File: config.mk
export PLATFORM = sky130hd
export DESIGN_NAME = sd_cmd_phy_flat
export DESIGN_NICKNAME = d
export VERILOG_FILES = /design/src/rtl/sd_cmd_pkg.sv /design/src/rtl/sd_cmd_phy_if.sv /design/src/rtl/sd_crc7.sv /design/src/rtl/sd_cmd_phy.sv /design/src/flat_wrapper.sv
export SDC_FILE = /design/constraint.sdc
export NUM_CORES = 1
export LEC_CHECK = 0
export CAP_MARGIN = 25
export CORE_UTILIZATION = 53
export DETAILED_ROUTE_END_ITERATION = 8
export PLACE_DENSITY = 0.81
export SYNTH_ARGS = -nofsm -noshare
export SYNTH_HDL_FRONTEND = slang
export SYNTH_SLANG_ARGS = --single-unit
export TNS_END_PERCENT = 50
File: constraint.sdc
create_clock -name clock -period 3.1 [get_ports clock]
set_clock_uncertainty 0.05 [all_clocks]
set_input_delay 0.93 -clock clock [delete_from_list [all_inputs] [get_ports clock]]
set_output_delay 0.93 -clock clock [all_outputs]
set_load 0.05 [all_outputs]
File: src/rtl/sd_cmd_pkg.sv
// sd_cmd_phy shared types and constants.
// Optional build macro: SD_CMD_RESP_CRC_CHECK_EN.
package sd_cmd_pkg;

  localparam int FRAME_W = 48;
  localparam int CMD_W   = 40;
  localparam int CRC_W   = 7;

  localparam logic [CRC_W-1:0] CRC7_POLY = 7'h09;

  typedef enum logic [2:0] {
    IDLE,
    SEND,
    RESP_WAIT,
    RECV,
    DONE
  } state_t;

  function automatic logic [CRC_W-1:0] crc7_step(
    input logic [CRC_W-1:0] crc,
    input logic             b
  );
    logic fb;
    fb = b ^ crc[CRC_W-1];
    return {crc[CRC_W-2:0], 1'b0} ^ (fb ? CRC7_POLY : '0);
  endfunction

endpackage

File: src/rtl/sd_cmd_phy_if.sv
// Controller-side handshake bundle for sd_cmd_phy.
// Optional build macro: SD_CMD_RESP_CRC_CHECK_EN.
interface sd_cmd_phy_if;
  import sd_cmd_pkg::*;

  logic             strobe_in;
  logic [CMD_W-1:0] cmd_in;
  logic             resp_en;
  logic             ack_out;
  logic             serial_ready;
  logic             strobe_out;
  logic [CMD_W-1:0] cmd_out;
  logic             ack_in;
  logic             timeout_err;
  logic             crc_err;

  modport master (
    output strobe_in, cmd_in, resp_en, ack_in,
    input  ack_out, serial_ready, strobe_out,
    input  cmd_out, timeout_err, crc_err
  );

  modport slave (
    input  strobe_in, cmd_in, resp_en, ack_in,
    output ack_out, serial_ready, strobe_out,
    output cmd_out, timeout_err, crc_err
  );

endinterface

File: src/rtl/sd_crc7.sv
// Serial CRC7 (x^7+x^3+1), shared by transmit and receive paths.
// Optional build macro: SD_CMD_RESP_CRC_CHECK_EN.
module sd_crc7
  import sd_cmd_pkg::*;
(
  input  logic             clock,
  input  logic             reset,
  input  logic             clear,
  input  logic             enable,
  input  logic             bit_in,
  output logic [CRC_W-1:0] crc
);

  always_ff @(posedge clock or negedge reset) begin
    if (!reset) begin
      crc <= '0;
    end else if (clear) begin
      crc <= '0;
    end else if (enable) begin
      crc <= crc7_step(crc, bit_in);
    end
  end

endmodule

File: src/rtl/sd_cmd_phy.sv
// SD CMD line PHY: serialises commands with CRC7, captures responses.
// Optional build macro: SD_CMD_RESP_CRC_CHECK_EN (receive CRC check).
module sd_cmd_phy
  import sd_cmd_pkg::*;
#(
  parameter int RESP_TIMEOUT = 64,
  parameter int TO_W         = 7
) (
  input  logic         clock,
  input  logic         reset,
  sd_cmd_phy_if.slave  ctl,
  output logic         cmd_pin_out,
  output logic         cmd_pin_oe,
  input  logic         cmd_pin_in
);

  localparam logic [5:0] LAST = 6'(FRAME_W - 1);
  localparam logic [5:0] HDR  = 6'(CMD_W);

  state_t           state, state_n;
  logic [CMD_W-1:0] tx_sh;
  logic [CMD_W-1:0] rx_hdr;
  logic [5:0]       cnt;
  logic [TO_W-1:0]  to_cnt;
  logic             resp_r;
  logic             to_err;
  logic             to_hit;
  logic             crc_clr;
  logic             crc_en;
  logic             crc_bit;
  logic [CRC_W-1:0] crc;
  logic [2:0]       crc_idx;

  sd_crc7 u_crc (
    .clock  (clock),
    .reset  (reset),
    .clear  (crc_clr),
    .enable (crc_en),
    .bit_in (crc_bit),
    .crc    (crc)
  );

  assign to_hit = (to_cnt == TO_W'(RESP_TIMEOUT - 1));

  always_ff @(posedge clock or negedge reset) begin
    if (!reset) state <= IDLE;
    else        state <= state_n;
  end

  always_comb begin
    state_n = state;
    crc_clr = 1'b0;
    crc_en  = 1'b0;
    crc_bit = tx_sh[CMD_W-1];
    unique case (state)
      IDLE: begin
        if (ctl.strobe_in) begin
          state_n = SEND;
          crc_clr = 1'b1;
        end
      end
      SEND: begin
        crc_en = (cnt < HDR);
        if (cnt == LAST) begin
          state_n = resp_r ? RESP_WAIT : DONE;
          crc_clr = 1'b1;
        end
      end
      RESP_WAIT: begin
        crc_bit = cmd_pin_in;
        // A start bit wins over a coincident timeout.
        if (!cmd_pin_in) begin
          state_n = RECV;
`ifdef SD_CMD_RESP_CRC_CHECK_EN
          crc_en  = 1'b1;
`endif
        end else if (to_hit) begin
          state_n = DONE;
        end
      end
      RECV: begin
        crc_bit = cmd_pin_in;
`ifdef SD_CMD_RESP_CRC_CHECK_EN
        crc_en  = (cnt < HDR);
`endif
        if (cnt == LAST) state_n = DONE;
      end
      DONE: begin
        if (ctl.ack_in) state_n = IDLE;
      end
      default: state_n = IDLE;
    endcase
  end

`ifdef SD_CMD_RESP_CRC_CHECK_EN
  logic [CRC_W-1:0] rx_crc;
  logic             crc_err_r;

  always_ff @(posedge clock or negedge reset) begin
    if (!reset) begin
      rx_crc    <= '0;
      crc_err_r <= 1'b0;
    end else begin
      unique case (state)
        IDLE: begin
          if (ctl.strobe_in) crc_err_r <= 1'b0;
        end
        RECV: begin
          if (cnt == LAST)
            crc_err_r <= (crc != rx_crc);
          else if (cnt >= HDR)
            rx_crc <= {rx_crc[CRC_W-2:0], cmd_pin_in};
        end
        DONE: begin
          if (ctl.ack_in) crc_err_r <= 1'b0;
        end
        default: ;
      endcase
    end
  end

  assign ctl.crc_err = crc_err_r;
`else
  assign ctl.crc_err = 1'b0;
`endif

  always_ff @(posedge clock or negedge reset) begin
    if (!reset) begin
      tx_sh  <= '0;
      rx_hdr <= '0;
      cnt    <= '0;
      to_cnt <= '0;
      resp_r <= 1'b0;
      to_err <= 1'b0;
    end else begin
      unique case (state)
        IDLE: begin
          if (ctl.strobe_in) begin
            tx_sh  <= ctl.cmd_in;
            resp_r <= ctl.resp_en;
            rx_hdr <= '0;
            cnt    <= '0;
            to_err <= 1'b0;
          end
        end
        SEND: begin
          cnt   <= cnt + 6'd1;
          tx_sh <= {tx_sh[CMD_W-2:0], 1'b0};
          // Counts clocks since the end bit.
          if (cnt == LAST) to_cnt <= TO_W'(1);
        end
        RESP_WAIT: begin
          to_cnt <= to_cnt + TO_W'(1);
          if (!cmd_pin_in) begin
            rx_hdr <= {rx_hdr[CMD_W-2:0], 1'b0};
            cnt    <= 6'd1;
          end else if (to_hit) begin
            to_err <= 1'b1;
          end
        end
        RECV: begin
          cnt <= cnt + 6'd1;
          if (cnt < HDR)
            rx_hdr <= {rx_hdr[CMD_W-2:0], cmd_pin_in};
        end
        DONE: begin
          if (ctl.ack_in) to_err <= 1'b0;
        end
        default: ;
      endcase
    end
  end

  assign crc_idx = 3'(6'd46 - cnt);

  always_comb begin
    cmd_pin_out = 1'b1;
    cmd_pin_oe  = 1'b0;
    if (state == SEND) begin
      cmd_pin_oe = 1'b1;
      if (cnt < HDR)       cmd_pin_out = tx_sh[CMD_W-1];
      else if (cnt < LAST) cmd_pin_out = crc[crc_idx];
    end
  end

  assign ctl.serial_ready = (state == IDLE);
  assign ctl.ack_out      = (state == SEND) && (cnt == LAST);
  assign ctl.strobe_out   = (state == DONE);
  assign ctl.timeout_err  = to_err;
  assign ctl.cmd_out      = (state == DONE) ? rx_hdr : '0;

endmodule

File: src/flat_wrapper.sv
// flat-port wrapper written by rule: the top's interface ports become plain ports
module sd_cmd_phy_flat import sd_cmd_pkg::*;
#(
  parameter int RESP_TIMEOUT = 64,
  parameter int TO_W         = 7
)
  (clock, reset, cmd_pin_out, cmd_pin_oe, cmd_pin_in, ctl_strobe_in, ctl_cmd_in, ctl_resp_en, ctl_ack_in, ctl_ack_out, ctl_serial_ready, ctl_strobe_out, ctl_cmd_out, ctl_timeout_err, ctl_crc_err);
  sd_cmd_phy_if ctl_i ();
  input  logic clock;
  input  logic reset;
  output logic cmd_pin_out;
  output logic cmd_pin_oe;
  input  logic cmd_pin_in;
  input wire logic [$bits(ctl_i.strobe_in)-1:0] ctl_strobe_in;
  input wire logic [$bits(ctl_i.cmd_in)-1:0] ctl_cmd_in;
  input wire logic [$bits(ctl_i.resp_en)-1:0] ctl_resp_en;
  input wire logic [$bits(ctl_i.ack_in)-1:0] ctl_ack_in;
  output wire logic [$bits(ctl_i.ack_out)-1:0] ctl_ack_out;
  output wire logic [$bits(ctl_i.serial_ready)-1:0] ctl_serial_ready;
  output wire logic [$bits(ctl_i.strobe_out)-1:0] ctl_strobe_out;
  output wire logic [$bits(ctl_i.cmd_out)-1:0] ctl_cmd_out;
  output wire logic [$bits(ctl_i.timeout_err)-1:0] ctl_timeout_err;
  output wire logic [$bits(ctl_i.crc_err)-1:0] ctl_crc_err;
  assign ctl_i.strobe_in = ctl_strobe_in;
  assign ctl_i.cmd_in = ctl_cmd_in;
  assign ctl_i.resp_en = ctl_resp_en;
  assign ctl_i.ack_in = ctl_ack_in;
  assign ctl_ack_out = ctl_i.ack_out;
  assign ctl_serial_ready = ctl_i.serial_ready;
  assign ctl_strobe_out = ctl_i.strobe_out;
  assign ctl_cmd_out = ctl_i.cmd_out;
  assign ctl_timeout_err = ctl_i.timeout_err;
  assign ctl_crc_err = ctl_i.crc_err;
  sd_cmd_phy #(.RESP_TIMEOUT(RESP_TIMEOUT), .TO_W(TO_W)) u_core (.clock(clock), .reset(reset), .ctl(ctl_i), .cmd_pin_out(cmd_pin_out), .cmd_pin_oe(cmd_pin_oe), .cmd_pin_in(cmd_pin_in));
endmodule
==> impl_metrics.env <==
export IMPL_run_status="finished with violations"
export IMPL_violations="negative setup slack"
export IMPL_clk_root_buffer_cell="clkbuf_8"
export IMPL_worst_r2r_cell_count=4
export IMPL_gr_usage_met2=0.383
export IMPL_seq_area_frac_synth=0.512
export IMPL_ys_async_sr_fraction=1.00
export IMPL_antenna_cells_inserted=0
export IMPL_area_growth_syn_to_layout_pct=34.9
export IMPL_final_antenna_net_count=0
export IMPL_internal_power_component_w=0.00284
export IMPL_critPathArrivalTime_ns=2.24
export IMPL_final_min_period_over_clock_period=1.04
export IMPL_syn_area_per_cell_um2=9.77
export IMPL_placed_area_um2=6690
export IMPL_clock_power_share=0.189
export IMPL_post_synth_num_cell_types=45
export IMPL_clock_latency_ns=0.37
export IMPL_post_synth_top_area_fraction=0.512
export IMPL_net_switching_power_w=0.00161
export IMPL_hold_class="in2async"
export IMPL_rr_startpoint="u_core.state[0]$_DFFE_PN0P_"
export IMPL_num_nets_final=658
export IMPL_place_inst=726
export IMPL_grt_usage=0.236
export IMPL_die_y_um=100
export IMPL_layout_cells_non_filler=744
export IMPL_grt_start_max_net_pins=79
export IMPL_min_hold_slack_ns=0.418
export IMPL_timing_fmax_mhz=310
export IMPL_p_leak_nw=2.66
export IMPL_crit_start="u_core.cnt[1]$_DFFE_PN0P_"
export IMPL_max_cap_viol_count=0
export IMPL_register_area_um2=2630
export IMPL_ys_flop_type="dfrtp_1"
export IMPL_place_detailed_hpwl_um=7770
export IMPL_die_area_um2=10100
export IMPL_synth_net_count=573
export IMPL_worst_ep_required_time_ns=2.12
export IMPL_grt_pass1_wl_um=18700
export IMPL_routed_wl_um=10800
export IMPL_fp_row_count=35
export IMPL_power_frac_seq=0.454
export IMPL_detailroute_via_count=3902
export IMPL_layout_drive_gt1_share=0.215
export IMPL_max_slew_violation_total_from_the_final_report=0
export IMPL_peakVddDrop_mv=0.474
export IMPL_floorplan_io_pins=93
export IMPL_slew_limit_headroom=0.584
export IMPL_crit_path_max_fanout=2
export IMPL_syn_instance_count=525
export IMPL_count_of_fill_cells_added_during_filler_insertion=624
export IMPL_clock_sinks=105
export IMPL_final_min_clock_period_ns=3.22
export IMPL_yosys_cell_count_top_type="dfrtp_1"
export IMPL_worst_pin_slew_ns=0.623
export IMPL_worst_setup_hold_path_clk_slew_ns=0.09
export IMPL_pre_cts_slack_ns=0.151
export IMPL_synth_top_cells_by_area="dfrtp_1, mux2i_1, nand2_1"
export IMPL_top_post_synthesis_cells_by_count="dfrtp_1, nand2_1, mux2i_1"
export IMPL_hold_viol=0
export IMPL_grt_met3_usage=0.0585
export IMPL_comb_power_share=0.357
export IMPL_r2r_end="u_core.tx_sh[4]$_DFFE_PN0P_"
export IMPL_overflow=0
export IMPL_synth_edff_count=0
export IMPL_clock_tree_from_tritoncts="built"
export IMPL_post_route_drc_violation_count=0
export IMPL_antenna_found_initial=0
export IMPL_ff2ff_setup_slack_ns=0.98
export IMPL_syn_area_um2=5130
export IMPL_buffer_levels_on_the_longest_clock_path=2
export IMPL_final_area_um2=6920
export IMPL_number_of_buffers_created_by_cts=9
export IMPL_crit_path_start_kind="flip-flop"
export IMPL_yosysWarningCount=0
export IMPL_postSynthRegisterBits=105
export IMPL_total_iterations_of_the_first_detailed_routing_run=4
export IMPL_first_iter_violations=168
export IMPL_totalNegativeSetupSlack_ns=-0.125
export IMPL_setup_ws_ns=-0.125
export IMPL_power_per_cell_area_nw_per_um2=644
export IMPL_vias_in_the_first_global_route=3910
export IMPL_dieWidth_um=100
export IMPL_start_util=0.550
export IMPL_routabilityCongestion=0.871
export IMPL_setup_repair_after_global_routing_missed_its_margin="true"
export IMPL_setup_viol=1
export IMPL_area_of_the_multi_input_gates_um2=2300
export IMPL_core_area_um2=9330
export IMPL_cts_max_level=3
export IMPL_synth_area_leader_cell="dfrtp_1"
export IMPL_worstSetupEndpointType="output pin"
export IMPL_place_port_buffers=91
export IMPL_post_cts_hold_buffer_count=0
export IMPL_detail_route_wl_per_cell_um=14.5
export IMPL_grt_busiest_layer="met2"
export IMPL_via_per_inst=5.24
export IMPL_netSwitchingFraction=0.362
export IMPL_path_class="reg2out"
export IMPL_met1_usage=0.321
==> what timing repair did <==
action | CTS | global route
setup buffers | 2 | 0
pin swaps | 1 | 0
setup endpoints to repair | 1 | 41
gates resized for setup | 3 | 2
==> state kept, by name (all words and copies together), names as in the netlist <==
register                count
u_core.to_cnt               7
u_core.cnt                  6
u_core.tx_sh               40
u_core.rx_hdr              40
u_core.state                3
u_core.ctl.timeout_err      1
u_core.u_crc.crc            7
u_core.resp_r               1
==> power groups by stage <==
stage	registers (W)	clock network, W	logic [W]
floorplan	0.00196	0	0.00116
global placement	0.00202	0	0.00144
detailed placement	0.00204	0	0.00152
CTS	0.00202	0.000861	0.00160
global route	0.00208	0.000914	0.00176
finish	0.00202	0.000841	0.00159
==> layout make-up <==
cell class / count / area share
Clock buffer: 10 / 0.0184
Clock inverter: 6 / 0.00994
Inverter: 44 / 0.0239
Multi-Input combinational cell: 344 / 0.333
Sequential cell: 105 / 0.380
Tap cell: 129 / 0.0233
Timing Repair Buffer: 106 / 0.212
==> worst max-delay path by stage <==
stage                            to
detailed placement      cmd_pin_out
finish                  cmd_pin_out
global route            cmd_pin_out
floorplan           ctl_cmd_out[10]
CTS                     cmd_pin_out
global placement        cmd_pin_out
==> metrics by stage <==
stage | util | total power [W]
finish | 0.742 | 0.00446
global route | 0.742 | 0.00475
CTS | 0.742 | 0.00448
detailed placement | 0.717 | 0.00356
global placement | 0.717 | 0.00346
floorplan | - | 0.00312
==> critical path, stage by stage (launching register included) <==
cell,delay (ns)
dfrtp_1,0.43
ha_4,0.30
mux4_2,0.53
a21oi_2,0.12
a21oi_1,0.05
o32a_1,0.30
buf_6,0.16
==> layer usage <==
layer,share of wire,routed length [um],vias to the layer above
met3,0.056,600,7
li1,-,-,1920
met1,0.44,4770,1865
met5,0,0,-
met2,0.49,5330,110
met4,0.0072,78,0
==> logic make-up (layout without fill, tap and decap cells) <==
kind of cell,count (synthesis),count (layout),share of synthesized area
simple gates,165,165,0.135
flops,105,105,0.512
compound gates,89,89,0.106
mux,84,84,0.167
buf+inv,76,166,0.0663
xor+xnor,3,3,0.00780
fa+ha+maj,2,2,0.00488
other cells,1,1,0.000731
==> placed cells by master, fill, tap and decap left out, types with 2 or more instances in the layout <==
master,netlist,layout
mux2i_1,80,80
clkbuf_8,0,9
nand3_1,5,5
nor2_2,0,39
nor3_1,3,2
clkdlybuf4s50_1,0,45
buf_4,7,15
o21ai_0,53,53
inv_2,1,2
nor3_2,2,2
o22a_1,2,2
clkinvlp_4,0,4
a32o_1,2,2
nor2b_1,3,2
nand2b_1,3,3
a22oi_1,2,2
dfrtp_1,105,104
mux2_2,3,3
nor2_1,54,15
a22o_1,8,8
inv_1,43,42
a21oi_1,6,4
nand4_1,2,2
and3_1,2,2
o21ai_1,4,4
nand2_1,84,84
a31oi_1,4,4
and2_1,3,2
buf_12,0,44
Note: power is estimated with default switching activity, not from simulation.
==> RTL change 1, RTL diff (same flow settings) <==
The 5 states of `state_t` get a one-hot encoding in 5 bits.
--- a/src/rtl/sd_cmd_pkg.sv
+++ b/src/rtl/sd_cmd_pkg.sv
@@ -8,12 +8,12 @@
 
   localparam logic [CRC_W-1:0] CRC7_POLY = 7'h09;
 
-  typedef enum logic [2:0] {
-    IDLE,
-    SEND,
-    RESP_WAIT,
-    RECV,
-    DONE
+  typedef enum logic [4:0] {
+    IDLE      = 5'b00001,
+    SEND      = 5'b00010,
+    RESP_WAIT = 5'b00100,
+    RECV      = 5'b01000,
+    DONE      = 5'b10000
   } state_t;
 
   function automatic logic [CRC_W-1:0] crc7_step(
Check against the original RTL: no difference found for any inputs over 10 cycles, from zero or initial values and one cycle with reset low; not proved beyond that.
==> RTL change 1 against the original RTL <==
The flow still finishes with violations (negative setup slack). Wire length rose by 6.2%. Sequential cell count rose by 2. Total power rose by 8.1%. Global-route usage rose by 0.69 points. Setup slack improved by 94 ps. Clock power rose by 9.4%. Design area rose by 0.67%. Synthesized area rose by 3.2%. Cell count rose by 3.6%. Highest routed layer unchanged.
==> RTL change 1: results (changes against the original RTL) <==
----------------------------------------------------
[Run status]
  Status ... finished with violations
  Violated checks ... negative setup slack

[Drt]
  Via density per instance ... 5.56 (+6.1%)
  WL per Instance ... 14.8 um (+2.5%)
  Iteration-0 DRC Markers ... 247 (+47%)

[Timing]
  Final TNS setup ... -44.5 ps (+80.5 ps)
  Setup-failing EPs final ... 5 (+4)
  Headroom to the max-slew limit ... 0.573 (-0.0111)
  Worst Slack Setup Final ... -30.6 ps (+94.3 ps)

[Synthesis]
  Most common library cells after synthesis ... sky130_fd_sc_hd__dfrtp_1, sky130_fd_sc_hd__nand2_1, sky130_fd_sc_hd__nor2_1
  Most area-consuming cells after synthesis ... sky130_fd_sc_hd__dfrtp_1, sky130_fd_sc_hd__nand2_1, sky130_fd_sc_hd__o21ai_2
  Cells after synthesis ... 553 (+5.3%)
  Share of synthesized cell area in full adder, half adder and majority cells ... 0.00472 (-0.000152)
  Post-synthesis mux area share ... 0.0312 (-0.136)
  XOR/XNOR Fraction of Synth Area ... 0.00921 (+0.00141)
  Sequential cell area fraction in the yosys report ... 0.506 (-0.00628)
  Compound-cell area share of the yosys netlist ... 0.181 (+0.0751)
  Top-area cell type share of the netlist area ... 0.501 (-0.0112)
  Distinct cell type count after synthesis ... 60 (+33%)
  Synthesized Nets ... 601 (+4.9%)

[Pwr]
  Net switching share of the total power ... 0.403 (+0.0408)
  Reported leakage power ... 2.98 nW (+12%)
  Peak supply drop ... 455 uV (-4.1%)

[Clock tree]
  Clock transition at the registers of the reported paths ... 120 ps (+30 ps)
  Maximum level of the CTS H-tree ... 3 (unchanged)
  Buffer count from post-CTS setup fixing ... 3 (+1)
  Post-CTS Resized ... 4 (+1)

[Place]
  Pre-CTS setup slack ... 141 ps (-9.38 ps)
  Post-detail-place hpwl ... 7940 um (+2.2%)
  I/O Buffers ... 91 (unchanged)
  Placed inst area ... 6710 um^2 (+0.30%)
  Total instance count after detailed placement ... 752 (+3.6%)
  Final weighted congestion in routability-driven placement ... 0.872 (+0.15%)

[Cells and area]
  Final layout net count ... 681 (+3.5%)
  Share of post-route cells with drive strength above 1 ... 0.212 (-0.00304)
  Final cell count without fillers ... 771 (+3.6%)
  Fill cells ... 681 (+9.1%)

[Critical path]
  Reg2Reg Launch Point ... u_core.state[3]
  Startpoint of the most critical setup path ... u_core.cnt[0]
  Largest stage delay on the critical path ... 500 ps (-30 ps)
  Worst EP arrival ... 2150 ps (-90 ps)

[GRT]
  Largest net degree at the start of global routing ... 47 (-41%)
  First-pass GRT wire length ... 19,900 um (+6.0%)
  Via count of the first global-routing pass ... 4,266 (+9.1%)
  GRT Overall Usage ... 0.243 (+0.00691)

[Min path]
  Path type of the worst min-delay path ... reg2reg

----------------------------------------------------
RTL change 1: changes by cell type in the layout (fill, tap and decap cells not counted), moves of 31 or more:
| cell | before | now |
|---|---|---|
| sky130_fd_sc_hd__and2_1 | 2 | 41 |
| sky130_fd_sc_hd__inv_1 | 42 | 4 |
| sky130_fd_sc_hd__nor2_2 | 39 | 1 |
| sky130_fd_sc_hd__o21ai_2 | 0 | 40 |
| sky130_fd_sc_hd__nor2_1 | 15 | 71 |
| sky130_fd_sc_hd__o21ai_0 | 53 | 22 |
| sky130_fd_sc_hd__mux2i_1 | 80 | 12 |
RTL change 1: final timing paths:
check	endpoint	slack, ps	cells after the start
worst max-delay path	cmd_pin_out	-30	7
worst min-delay path	u_core.rx_hdr[39]	430	2
worst max register to register	u_core.cnt[0]	910	5
worst min register to register	u_core.rx_hdr[39]	430	2
max in group asynchronous	u_core.tx_sh[7]	1750	2
min in group asynchronous	u_core.rx_hdr[15]	460	1
RTL change 1: layer usage:
| metal | global-route usage | wire [um] |
|---|---|---|
| met2 | 0.407 | 5830 |
| met1 | 0.311 | 4860 |
| met4 | 0.0956 | 154 |
| met3 | 0.0486 | 604 |
| met5 | 0 | 0 |
RTL change 1: area by class of cell:
cell class	count	area share
inverters	4	0.00215
repair buffers	106	0.215
clock buffers	9	0.0178
flip-flops and latches	107	0.385
clock inverters	7	0.0135
multi-input cells	405	0.343
well taps	133	0.0239
RTL change 1: power by group through the flow:
| stage | clock network, mW | registers, mW | logic (mW) |
|---|---|---|---|
| 2_1_floorplan | 0 | 1.94 | 1.53 |
| 3_3_place_gp | 0 | 2.00 | 1.74 |
| 3_5_place_dp | 0 | 2.02 | 1.83 |
| 4_1_cts | 0.925 | 2.00 | 1.90 |
| 5_1_grt | 0.978 | 2.05 | 2.09 |
| 6_report | 0.920 | 2.01 | 1.89 |
==> RTL change 2, RTL diff (same flow settings) <==
Without the edit above. The package constant `CRC_W` goes from 7 to 14.
--- a/src/rtl/sd_cmd_pkg.sv
+++ b/src/rtl/sd_cmd_pkg.sv
@@ -4,7 +4,7 @@
 
   localparam int FRAME_W = 48;
   localparam int CMD_W   = 40;
-  localparam int CRC_W   = 7;
+  localparam int CRC_W   = 14;
 
   localparam logic [CRC_W-1:0] CRC7_POLY = 7'h09;
 
Check against the original RTL: no difference found for any inputs over 10 cycles, from zero or initial values and one cycle with reset low; that may be too few to reach the edited logic, so the function may still have changed.
==> RTL change 2 against the original RTL <==
The flow still finishes with violations (negative setup slack). Design area increased by 1.0%. Wire length is 4.2% higher. Sequential cell count is 7 higher. Total power increased by 9.4%. Maximum frequency decreased by 0.99%. Register-to-register slack improved by 20 ps. Utilization down 2.6 points. Setup slack worse by 32 ps. Count of clock-buffer cells in the layout rose by 1. Non-clock buffer count shrank 1. Synthesized cell count is 19% higher. Synthesized area grew 4.1%. Critical endpoint unchanged. Highest routed layer unchanged.
==> RTL change 2: results (changes against the original RTL) <==
----------------------------------------------------
[Critical path]
  Worst EP arrival ... 2280 ps (+40 ps)
  Largest stage delay on the critical path ... 510 ps (-20 ps)
  Critical path's slowest cell ... sky130_fd_sc_hd__mux4_2
  Top cell family by delay on the critical path ... compound AO/OA/AOI/OAI gates
  Largest driver fanout on the critical path ... 3 (+1)

[Synthesis]
  Most area-consuming cells after synthesis ... sky130_fd_sc_hd__dfrtp_1, sky130_fd_sc_hd__nand2_1, sky130_fd_sc_hd__and2_1
  Synthesized Nets ... 673 (+17%)
  Distinct cell type count after synthesis ... 47 (+4.4%)
  Sequential cell area fraction in the yosys report ... 0.525 (+0.0128)
  Most common library cells after synthesis ... sky130_fd_sc_hd__nand2_1, sky130_fd_sc_hd__dfrtp_1, sky130_fd_sc_hd__nor2_1
  YS warnings ... 0 (unchanged)
  Post-synth EDFFs ... 0 (unchanged)
  Fraction of registers with async set or reset after synthesis ... 1.00 (unchanged)

[Timing]
  Max Transition Viols Final ... 0 (unchanged)
  Setup-failing EPs final ... 1 (unchanged)
  Worst Slack Setup Final ... -157 ps (-32.1 ps)
  Headroom to the max-slew limit ... 0.534 (-0.0503)

[Pwr]
  Peak supply drop ... 813 uV (+72%)
  Reported leakage power ... 2.96 nW (+11%)
  Cell-internal power ... 2.93 mW (+3.0%)

[GRT]
  GRT overflow ... 0 (unchanged)
  Number of antenna violations at the first check in global routing ... 0 (unchanged)
  Largest net degree at the start of global routing ... 81 (+2.5%)
  First-pass GRT wire length ... 19,100 um (+2.1%)
  GRT Overall Usage ... 0.233 (-0.00253)
  Via count of the first global-routing pass ... 4,116 (+5.3%)

[Clock tree]
  Post-CTS Resized ... 4 (+1)
  Clk_lat worst skew ... between 300 and 400 ps
  TritonCTS Buffers ... 9 (unchanged)
  Buffer count from post-CTS setup fixing ... 2 (unchanged)
  Maximum level of the CTS H-tree ... 3 (unchanged)
  Clock transition at the registers of the reported paths ... 100 ps
  Master cell of the clock root buffer ... sky130_fd_sc_hd__clkbuf_8
  Buffer depth of the longest clock path ... 2 (unchanged)

[Run status]
  Violated checks ... negative setup slack
  Status ... finished with violations

[Drt]
  Iteration-0 DRC Markers ... 242 (+44%)
  Total detailed-routing wirelength ... 11,200 um (+4.2%)
  1st-pass router iterations ... 5 (+1)
  Via density per instance ... 5.37 (+2.3%)

[Cells and area]
  Fill cells ... 716 (+15%)
  Final layout net count ... 748 (+14%)
  Antenna cells ... 0 (unchanged)
  Share of post-route cells with drive strength above 1 ... 0.135 (-0.0799)
  Leading registers by flop count ... u_core.rx_hdr: 40 flops, u_core.tx_sh: 40 flops, u_core.u_crc.crc: 14 flops

[Min path]
  Path type of the worst min-delay path ... in2async

[Place]
  I/O Buffers ... 91 (unchanged)
  Final weighted congestion in routability-driven placement ... 0.850 (-2.5%)
  Post-detail-place hpwl ... 8010 um (+3.1%)

----------------------------------------------------
-- RTL change 2: cell count changes after synthesis, moves of 15 or more --
cell	unedited run	this run
sky130_fd_sc_hd__a21oi_1	6	21
sky130_fd_sc_hd__a31oi_1	4	42
sky130_fd_sc_hd__and2_1	3	43
sky130_fd_sc_hd__inv_1	43	2
sky130_fd_sc_hd__mux2i_1	80	1
sky130_fd_sc_hd__nand2_1	84	201
-- RTL change 2: worst paths after layout --
kind	startpoint	endpoint	slack, ps	cells after the start
worst max-delay path	u_core.cnt[0]	cmd_pin_out	-160	7
min in group clock	u_core.to_cnt[6]	u_core.to_cnt[6]	440	1
worst max register to register	u_core.state[1]	u_core.u_crc.crc[3]	1000	6
max in group asynchronous	reset	u_core.tx_sh[39]	1910	2
worst min-delay path	reset	u_core.rx_hdr[9]	400	1
worst min register to register	u_core.to_cnt[6]	u_core.to_cnt[6]	440	1
-- RTL change 2: power by group through the flow --
stage / registers, mW / logic, mW / clock network (mW)
3_5_place_dp: 2.14 / 1.91 / 0
3_3_place_gp: 2.11 / 1.82 / 0
5_1_grt: 2.17 / 2.21 / 0.867
2_1_floorplan: 2.06 / 1.49 / 0
6_report: 2.12 / 1.97 / 0.783
4_1_cts: 2.12 / 1.98 / 0.803
-- RTL change 2: area by class of cell --
| class | instances | share of cell area |
|---|---|---|
| Clock inverter | 5 | 0.00572 |
| Inverter | 3 | 0.00161 |
| Sequential cell | 112 | 0.401 |
| Timing Repair Buffer | 105 | 0.213 |
| Multi-Input combinational cell | 469 | 0.336 |
| Tap cell | 133 | 0.0238 |
| Clock buffer | 11 | 0.0188 |
-- RTL change 2: cell families (layout without fill, tap and decap cells) --
kind of cell	Yosys count	count (layout)	synth area share
AOI/OAI and AO/OA	134	134	0.144
DFF	112	112	0.525
muxes	5	5	0.0145
and+or+nand+nor	324	324	0.265
other	1	1	0.000702
adders and majority gates	2	2	0.00469
xor gates and xnor gates	3	3	0.00492
buffers and inverters	44	124	0.0408
-- RTL change 2: per-stage QoR --
| step | area [um^2] | TNS, ps | setup WS (ps) | instances | hold WS (ps) |
|---|---|---|---|---|---|
| 6_report | 7000 | -157 | -157 | 838 | 403 |
| 5_1_grt | 7000 | -236 | -236 | 838 | 411 |
| 4_1_cts | 6990 | -142 | -142 | 838 | 404 |
| 3_5_place_dp | 6780 | 0 | 126 | 820 | 432 |
| 3_3_place_gp | 6780 | 0 | 199 | 820 | 407 |
| 2_1_floorplan | 5340 | 0 | 30.6 | 625 | 392 |
-- RTL change 2: per-layer routing --
metal  GRT usage  vias up  wire length (um)
met3      0.0404       20               582
met1       0.322     2119              4920
met4      0.0637        0               178
li1            -     2216                 -
met5           0        -                 0
met2       0.382      142              5550
